<file path="config.mk">
export PLATFORM = sky130hd
export DESIGN_NAME = text_scan_gen
export DESIGN_NICKNAME = d
export VERILOG_FILES = /design/src/rtl/text_scan_gen.sv
export SDC_FILE = /design/constraint.sdc
export NUM_CORES = 1
export LEC_CHECK = 0
export ABC_AREA = 1
export CELL_PAD_IN_SITES_DETAIL_PLACEMENT = 1
export CELL_PAD_IN_SITES_GLOBAL_PLACEMENT = 1
export CORE_MARGIN = 2
export CORE_UTILIZATION = 41
export CTS_CLUSTER_DIAMETER = 40
export DETAILED_ROUTE_END_ITERATION = 8
export DONT_BUFFER_PORTS = 1
export PLACE_DENSITY = 0.75
export SYNTH_ARGS = -nofsm -noshare
export SYNTH_HDL_FRONTEND = slang
export SYNTH_SLANG_ARGS = --single-unit
</file>
<file path="constraint.sdc">
create_clock -name i_clk -period 4.1 [get_ports i_clk]
set_input_delay 0.82 -clock i_clk [delete_from_list [all_inputs] [get_ports i_clk]]
set_output_delay 0.82 -clock i_clk [all_outputs]
set_load 0.05 [all_outputs]
</file>
<file path="src/rtl/text_scan_gen.sv">
// text_scan_gen: raster timing plus text-cell scan coordinates.
// Every output is registered from next-state counter values, so all
// outputs describe the same (o_hcount, o_vcount) in the same cycle.
module text_scan_gen #(
  parameter int H_ACTIVE     = 640,
  parameter int H_FP         = 16,
  parameter int H_SYNC       = 96,
  parameter int H_BP         = 48,
  parameter int V_ACTIVE     = 480,
  parameter int V_FP         = 10,
  parameter int V_SYNC       = 2,
  parameter int V_BP         = 33,
  parameter int HSZ          = 10,
  parameter int VSZ          = 10,
  parameter int GLYPH_W      = 8,
  parameter int GLYPH_H      = 8,
  parameter int COL_W        = 7,
  parameter int ROW_W        = 6,
  parameter bit SYNC_POL     = 1'b0,
  parameter int BLINK_FRAMES = 30,
  localparam int CXW = (GLYPH_W > 1) ? $clog2(GLYPH_W) : 1,
  localparam int GRW = (GLYPH_H > 1) ? $clog2(GLYPH_H) : 1
) (
  input  logic             i_clk,
  input  logic             i_rst,
  input  logic             i_scroll_we,
  input  logic [ROW_W-1:0] i_scroll_row,
  output logic [HSZ-1:0]   o_hcount,
  output logic [VSZ-1:0]   o_vcount,
  output logic             o_de,
  output logic             o_hsync,
  output logic             o_vsync,
  output logic [CXW-1:0]   o_cell_x,
  output logic [GRW-1:0]   o_glyph_row,
  output logic [COL_W-1:0] o_text_col,
  output logic [ROW_W-1:0] o_text_row,
  output logic             o_line_start,
  output logic             o_frame_start,
  output logic             o_blink
);

  localparam int H_TOTAL   = H_ACTIVE + H_FP + H_SYNC + H_BP;
  localparam int V_TOTAL   = V_ACTIVE + V_FP + V_SYNC + V_BP;
  localparam int TEXT_COLS = H_ACTIVE / GLYPH_W;
  localparam int TEXT_ROWS = V_ACTIVE / GLYPH_H;
  localparam int BCW       = $clog2(BLINK_FRAMES + 1);

  localparam logic [HSZ-1:0]   H_LAST  = HSZ'(H_TOTAL - 1);
  localparam logic [VSZ-1:0]   V_LAST  = VSZ'(V_TOTAL - 1);
  localparam logic [HSZ-1:0]   H_ACT   = HSZ'(H_ACTIVE);
  localparam logic [VSZ-1:0]   V_ACT   = VSZ'(V_ACTIVE);
  localparam logic [HSZ-1:0]   HS_BEG  = HSZ'(H_ACTIVE + H_FP);
  localparam logic [HSZ-1:0]   HS_END  = HSZ'(H_ACTIVE + H_FP + H_SYNC);
  localparam logic [VSZ-1:0]   VS_BEG  = VSZ'(V_ACTIVE + V_FP);
  localparam logic [VSZ-1:0]   VS_END  = VSZ'(V_ACTIVE + V_FP + V_SYNC);
  localparam logic [CXW-1:0]   CX_LAST = CXW'(GLYPH_W - 1);
  localparam logic [GRW-1:0]   GR_LAST = GRW'(GLYPH_H - 1);
  localparam logic [ROW_W:0]   TR_C    = (ROW_W+1)'(TEXT_ROWS);
  localparam logic [BCW-1:0]   BF_LAST = BCW'(BLINK_FRAMES - 1);

  // Parameter sanity: refuse to elaborate configurations the counters cannot represent.
  if ((H_ACTIVE % GLYPH_W) != 0 || (V_ACTIVE % GLYPH_H) != 0) begin : g_bad_glyph
    $error("text_scan_gen: active size not a multiple of glyph size");
  end
  if (H_BP == 0 || V_BP == 0) begin : g_bad_bp
    $error("text_scan_gen: back porch must be non-zero");
  end
  if (H_TOTAL > (1 << HSZ) || V_TOTAL > (1 << VSZ)) begin : g_bad_cnt
    $error("text_scan_gen: counter width too small for total size");
  end
  if (TEXT_COLS > (1 << COL_W) || TEXT_ROWS > (1 << ROW_W)) begin : g_bad_text
    $error("text_scan_gen: text column/row width too small");
  end
  if (BLINK_FRAMES < 1) begin : g_bad_blink
    $error("text_scan_gen: BLINK_FRAMES must be at least 1");
  end

  logic [HSZ-1:0]   r_hcount, w_h_nxt;
  logic [VSZ-1:0]   r_vcount, w_v_nxt;
  logic             r_de, r_hsync, r_vsync, r_line_start, r_frame_start, r_blink;
  logic [CXW-1:0]   r_cell_x, w_cx_nxt;
  logic [COL_W-1:0] r_text_col, w_col_nxt;
  logic [GRW-1:0]   r_glyph_row, w_gr_nxt;
  logic [ROW_W-1:0] r_raw_row, w_raw_nxt;
  logic [ROW_W-1:0] r_text_row, w_tr_nxt;
  logic [ROW_W-1:0] r_pend, r_scroll, w_scr_nxt;
  logic [BCW-1:0]   r_fcnt;
  logic             w_hwrap, w_h_act, w_v_act, w_frame, w_hs_act, w_vs_act;
  logic [ROW_W:0]   w_sum;

  // Next raster position and the decode derived from it.
  always_comb begin
    w_hwrap  = (r_hcount == H_LAST);
    w_h_nxt  = w_hwrap ? '0 : r_hcount + 1'b1;
    w_v_nxt  = r_vcount;
    if (w_hwrap) w_v_nxt = (r_vcount == V_LAST) ? '0 : r_vcount + 1'b1;
    w_h_act  = (w_h_nxt < H_ACT);
    w_v_act  = (w_v_nxt < V_ACT);
    w_frame  = (w_h_nxt == '0) && (w_v_nxt == '0);
    w_hs_act = (w_h_nxt >= HS_BEG) && (w_h_nxt < HS_END);
    w_vs_act = (w_v_nxt >= VS_BEG) && (w_v_nxt < VS_END);
  end

  // Horizontal cell counters step with the pixel; cleared outside the active width.
  always_comb begin
    w_cx_nxt  = '0;
    w_col_nxt = '0;
    if (w_h_act && w_h_nxt != '0) begin
      if (r_cell_x == CX_LAST) begin
        w_col_nxt = r_text_col + 1'b1;
      end else begin
        w_cx_nxt  = r_cell_x + 1'b1;
        w_col_nxt = r_text_col;
      end
    end
  end

  // Vertical cell counters step only at a line wrap; cleared in vertical blanking.
  always_comb begin
    w_gr_nxt  = r_glyph_row;
    w_raw_nxt = r_raw_row;
    if (!w_v_act) begin
      w_gr_nxt  = '0;
      w_raw_nxt = '0;
    end else if (w_hwrap) begin
      if (w_v_nxt == '0) begin
        w_gr_nxt  = '0;
        w_raw_nxt = '0;
      end else if (r_glyph_row == GR_LAST) begin
        w_gr_nxt  = '0;
        w_raw_nxt = r_raw_row + 1'b1;
      end else begin
        w_gr_nxt  = r_glyph_row + 1'b1;
      end
    end
  end

  // Scrolled row: the frame-start edge already sees the newly latched scroll value.
  always_comb begin
    w_scr_nxt = w_frame ? r_pend : r_scroll;
    w_sum     = {1'b0, w_raw_nxt} + {1'b0, w_scr_nxt};
    if (w_sum >= TR_C) w_sum = w_sum - TR_C;
    w_tr_nxt  = w_v_act ? w_sum[ROW_W-1:0] : '0;
  end

  // All registered state: counters, decoded outputs, scroll and blink.
  always_ff @(posedge i_clk) begin
    if (i_rst) begin
      r_hcount      <= H_LAST;
      r_vcount      <= V_LAST;
      r_de          <= 1'b0;
      r_hsync       <= ~SYNC_POL;
      r_vsync       <= ~SYNC_POL;
      r_cell_x      <= '0;
      r_text_col    <= '0;
      r_glyph_row   <= '0;
      r_raw_row     <= '0;
      r_text_row    <= '0;
      r_line_start  <= 1'b0;
      r_frame_start <= 1'b0;
      r_blink       <= 1'b0;
      r_pend        <= '0;
      r_scroll      <= '0;
      r_fcnt        <= '0;
    end else begin
      r_hcount      <= w_h_nxt;
      r_vcount      <= w_v_nxt;
      r_de          <= w_h_act && w_v_act;
      r_hsync       <= w_hs_act ? SYNC_POL : ~SYNC_POL;
      r_vsync       <= w_vs_act ? SYNC_POL : ~SYNC_POL;
      r_cell_x      <= w_cx_nxt;
      r_text_col    <= w_col_nxt;
      r_glyph_row   <= w_gr_nxt;
      r_raw_row     <= w_raw_nxt;
      r_text_row    <= w_tr_nxt;
      r_line_start  <= (w_h_nxt == '0);
      r_frame_start <= w_frame;
      r_scroll      <= w_scr_nxt;
      if (i_scroll_we && ({1'b0, i_scroll_row} < TR_C)) r_pend <= i_scroll_row;
      if (w_frame) begin
        if (r_fcnt == BF_LAST) begin
          r_fcnt  <= '0;
          r_blink <= ~r_blink;
        end else begin
          r_fcnt  <= r_fcnt + 1'b1;
        end
      end
    end
  end

  assign o_hcount      = r_hcount;
  assign o_vcount      = r_vcount;
  assign o_de          = r_de;
  assign o_hsync       = r_hsync;
  assign o_vsync       = r_vsync;
  assign o_cell_x      = r_cell_x;
  assign o_text_col    = r_text_col;
  assign o_glyph_row   = r_glyph_row;
  assign o_text_row    = r_text_row;
  assign o_line_start  = r_line_start;
  assign o_frame_start = r_frame_start;
  assign o_blink       = r_blink;

endmodule

</file>
==> metrics.md <==
| Metric | Value |
|---|---|
| Status | finished clean |
| Clock transition at the registers of the reported paths | 80 ps |
| Synthesized area per cell | 6.85 µm² |
| Largest net degree at the start of global routing | 30 |
| Detail Route Antenna Nets | 0 |
| Rows | 35 |
| FILL cells | 1214 |
| Critical Path AT | 4150 ps |
| Yosys cell types | 36 |
| Unrepaired setup endpoints after global routing | yes |
| Fraction of layout instances using a drive strength above 1 | 22.4% |
| Fmax | 257 MHz |
| Die W | 101 µm |
| Post-synth EDFFs | 0 |
| Final hold violations | 0 |
| Core ar. | 9200 µm² |
| Leak Pwr | 2.21 nW |
| Sequential area share after synthesis | 35.3% |
| Yosys top cell by area | dfxtp_1 |
| Max Cap Viol | 0 |
| Nets | 641 |
| Total CTS buffers | 9 |
| Number of global-route vias before repair | 3742 |
| WL final | 11000 µm |
| Setup-failing EPs final | 0 |
| Sequential Area | 1370 µm² |
| WS Path Type | reg2reg |
| Pre-Repair DR Iteration Count | 4 |
| Vias | 3705 |
| Initial antenna violation count | 0 |
| Clock Tree Root | clkbuf_8 |
| Post-synthesis cell area | 3850 µm² |
| Final min period | 3890 ps |
| Nature of the critical path endpoint | flip-flop |
| Yosys reg bits | 68 |
| Final WS setup | 206 ps |
| GRT overflow | 0 |
| Port Buffer Count | 0 |
| RePlAce Congestion | 0.905 |
| Hold_ws | 460 ps |
| Startpoint types | flip-flop |
| Slew margin rel. | 59.2% |
| Dpl hpwl | 8100 µm |
| Cts hold-fix bufs | 0 |
| Synth-to-layout area growth | 21.3% |
| Most common cell in the netlist | nand2_1 |
| Total GRT Usage | 22.2% |
| Share of flip-flops with an asynchronous set or reset | 0% |
| Synth Flop Type | dfxtp_1 |
| Worst-Margin Slew | 611 ps |
| CP Data Required Time | 4350 ps |
| Ports | 54 |
| Clock Tree Buf Depth | 2 |
| HP Class | reg2reg |
| Syn_nets | 592 |
| Drt initial violations | 86 |
| Synth warn | 0 |
| Post-route setup TNS | 0 ps |
| Clock insertion delay at the later pin of the skew report | 360 ps |
| Clock sink total | 68 |
| Diodes inserted | 0 |
| Total power | 0.00300 W |
| Most area-consuming cells after synthesis | dfxtp_1 (35%), nand2_1 (15%), inv_1 (7.3%) |
| Worst path slowest cell | fa_2 |
| Wirelength per Cell | 15.1 µm |
| Most frequent CP cell | nand2_1 |
| Crit path max fanout | 6 |
| # DRC | 0 |
| First-pass GRT wire length | 17800 µm |
| Fin crit share | 95.0% |
| Final setup skew | 10.5 ps |
| H-tree levels | 3 |
| Dpl ws | -0.159 ps |
| Synth top cells by count | nand2_1 (154), inv_1 (75), nor2_1 (74), dfxtp_1 (68), nand3_1 (40) |
| Area of the multi-input gates | 2260 µm² |
| Slew Limit Fails | 0 |
| CTS tree | done |
| Die height | 101 µm |
| Max IR drop VDD | 0.382 mV |
| Power Density | 643 nW/µm² |
| Initial Util | 41.9% |
| Drt via density | 5.09 |
| Die area | 10200 µm² |
| Worst path max stage delay | 390 ps |
| Post-Syn Instances | 563 |
| Yosys top cell area share | 35.3% |
per-stage QoR:
step	instance area, µm²	utilization [%]	instances
final	4670	50.8	728
after global routing	4670	50.8	728
after CTS	4420	48.0	717
after detailed placement	4160	45.2	696
after global placement	4160	45.2	696
after floorplan	3860	-	563
layout by cell type, fill, tap and decap left out, drive strengths merged:
cell	count
o21ai	18
bufinv	2
nand3b	1
a41oi	1
a21oi	25
or2	3
nand4	14
ha	19
buf	47
clkbuf	9
dfxtp	68
inv	82
nand2	160
xor2	9
clkinv	4
mux2i	1
xnor2	6
clkinvlp	2
nor3	13
nand3	44
nor3b	2
fa	1
o221ai	1
nor2	84
a21o	1
flip-flops by register name (all words and copies together), names as in the netlist, 3 cells and up:
register,count
o_cell_x,3
r_scroll,6
o_glyph_row,3
r_pend,6
o_text_row,6
r_raw_row,6
o_vcount,10
o_text_col,7
o_hcount,10
r_fcnt,5
final timing paths:
check         startpoint            end  slack [ps]  cells past startpoint
max          o_vcount[0]  o_text_row[4]         210                     29
min            r_pend[4]      r_pend[4]         460                      2
max reg2reg  o_vcount[0]  o_text_row[4]         210                     29
min reg2reg    r_pend[4]      r_pend[4]         460                      2
worst max-delay path: cells and delay by family (launching register included):
family	cells	cell delay, ps
fa+ha+maj	3	740
buf+inv	2	260
flops	1	380
compound gates	4	400
simple gates	20	2010
where the power goes:
group          switching (W)  leakage, nW  internal [W]
Combinational        0.00106         1.55      0.000458
Sequential          0.000111        0.553      0.000744
Clock               0.000285        0.106      0.000345
area by class of cell:
| cell class | count | share of cell area, % |
|---|---|---|
| sequential | 68 | 29.3 |
| clock buffer | 9 | 2.65 |
| tap | 111 | 2.97 |
| clock inverter | 7 | 2.09 |
| multi-input combinational | 403 | 48.4 |
| inverter | 83 | 6.77 |
| timing repair buffer | 47 | 7.79 |
cells by family after synthesis:
family                   after synthesis  synth area share [%]
multiplexers                           1                 0.260
XOR/XNOR                              15                  3.41
AND/OR/NAND/NOR                      321                  37.8
AO/OA/AOI/OAI                         46                  6.52
buffers and inverters                 92                  9.96
adder cells (fa/ha/maj)               20                  6.69
flip-flops                            68                  35.3
layer usage:
layer,vias up,GRT usage [%],wire length [µm]
met5,-,0,0
met4,0,8.00,218
met3,17,4.79,453
met2,58,37.7,5470
met1,1758,27.7,4870
li1,1872,-,-
what timing repair did:
action | CTS | global route
hold endpoints to repair | 0 | 0
pin swaps | 3 | 21
setup endpoints to repair | 4 | 4
buffers inserted | 5 | 11
gates resized for setup | 0 | 56
No activity file was read; power rests on OpenSTA's default activity.
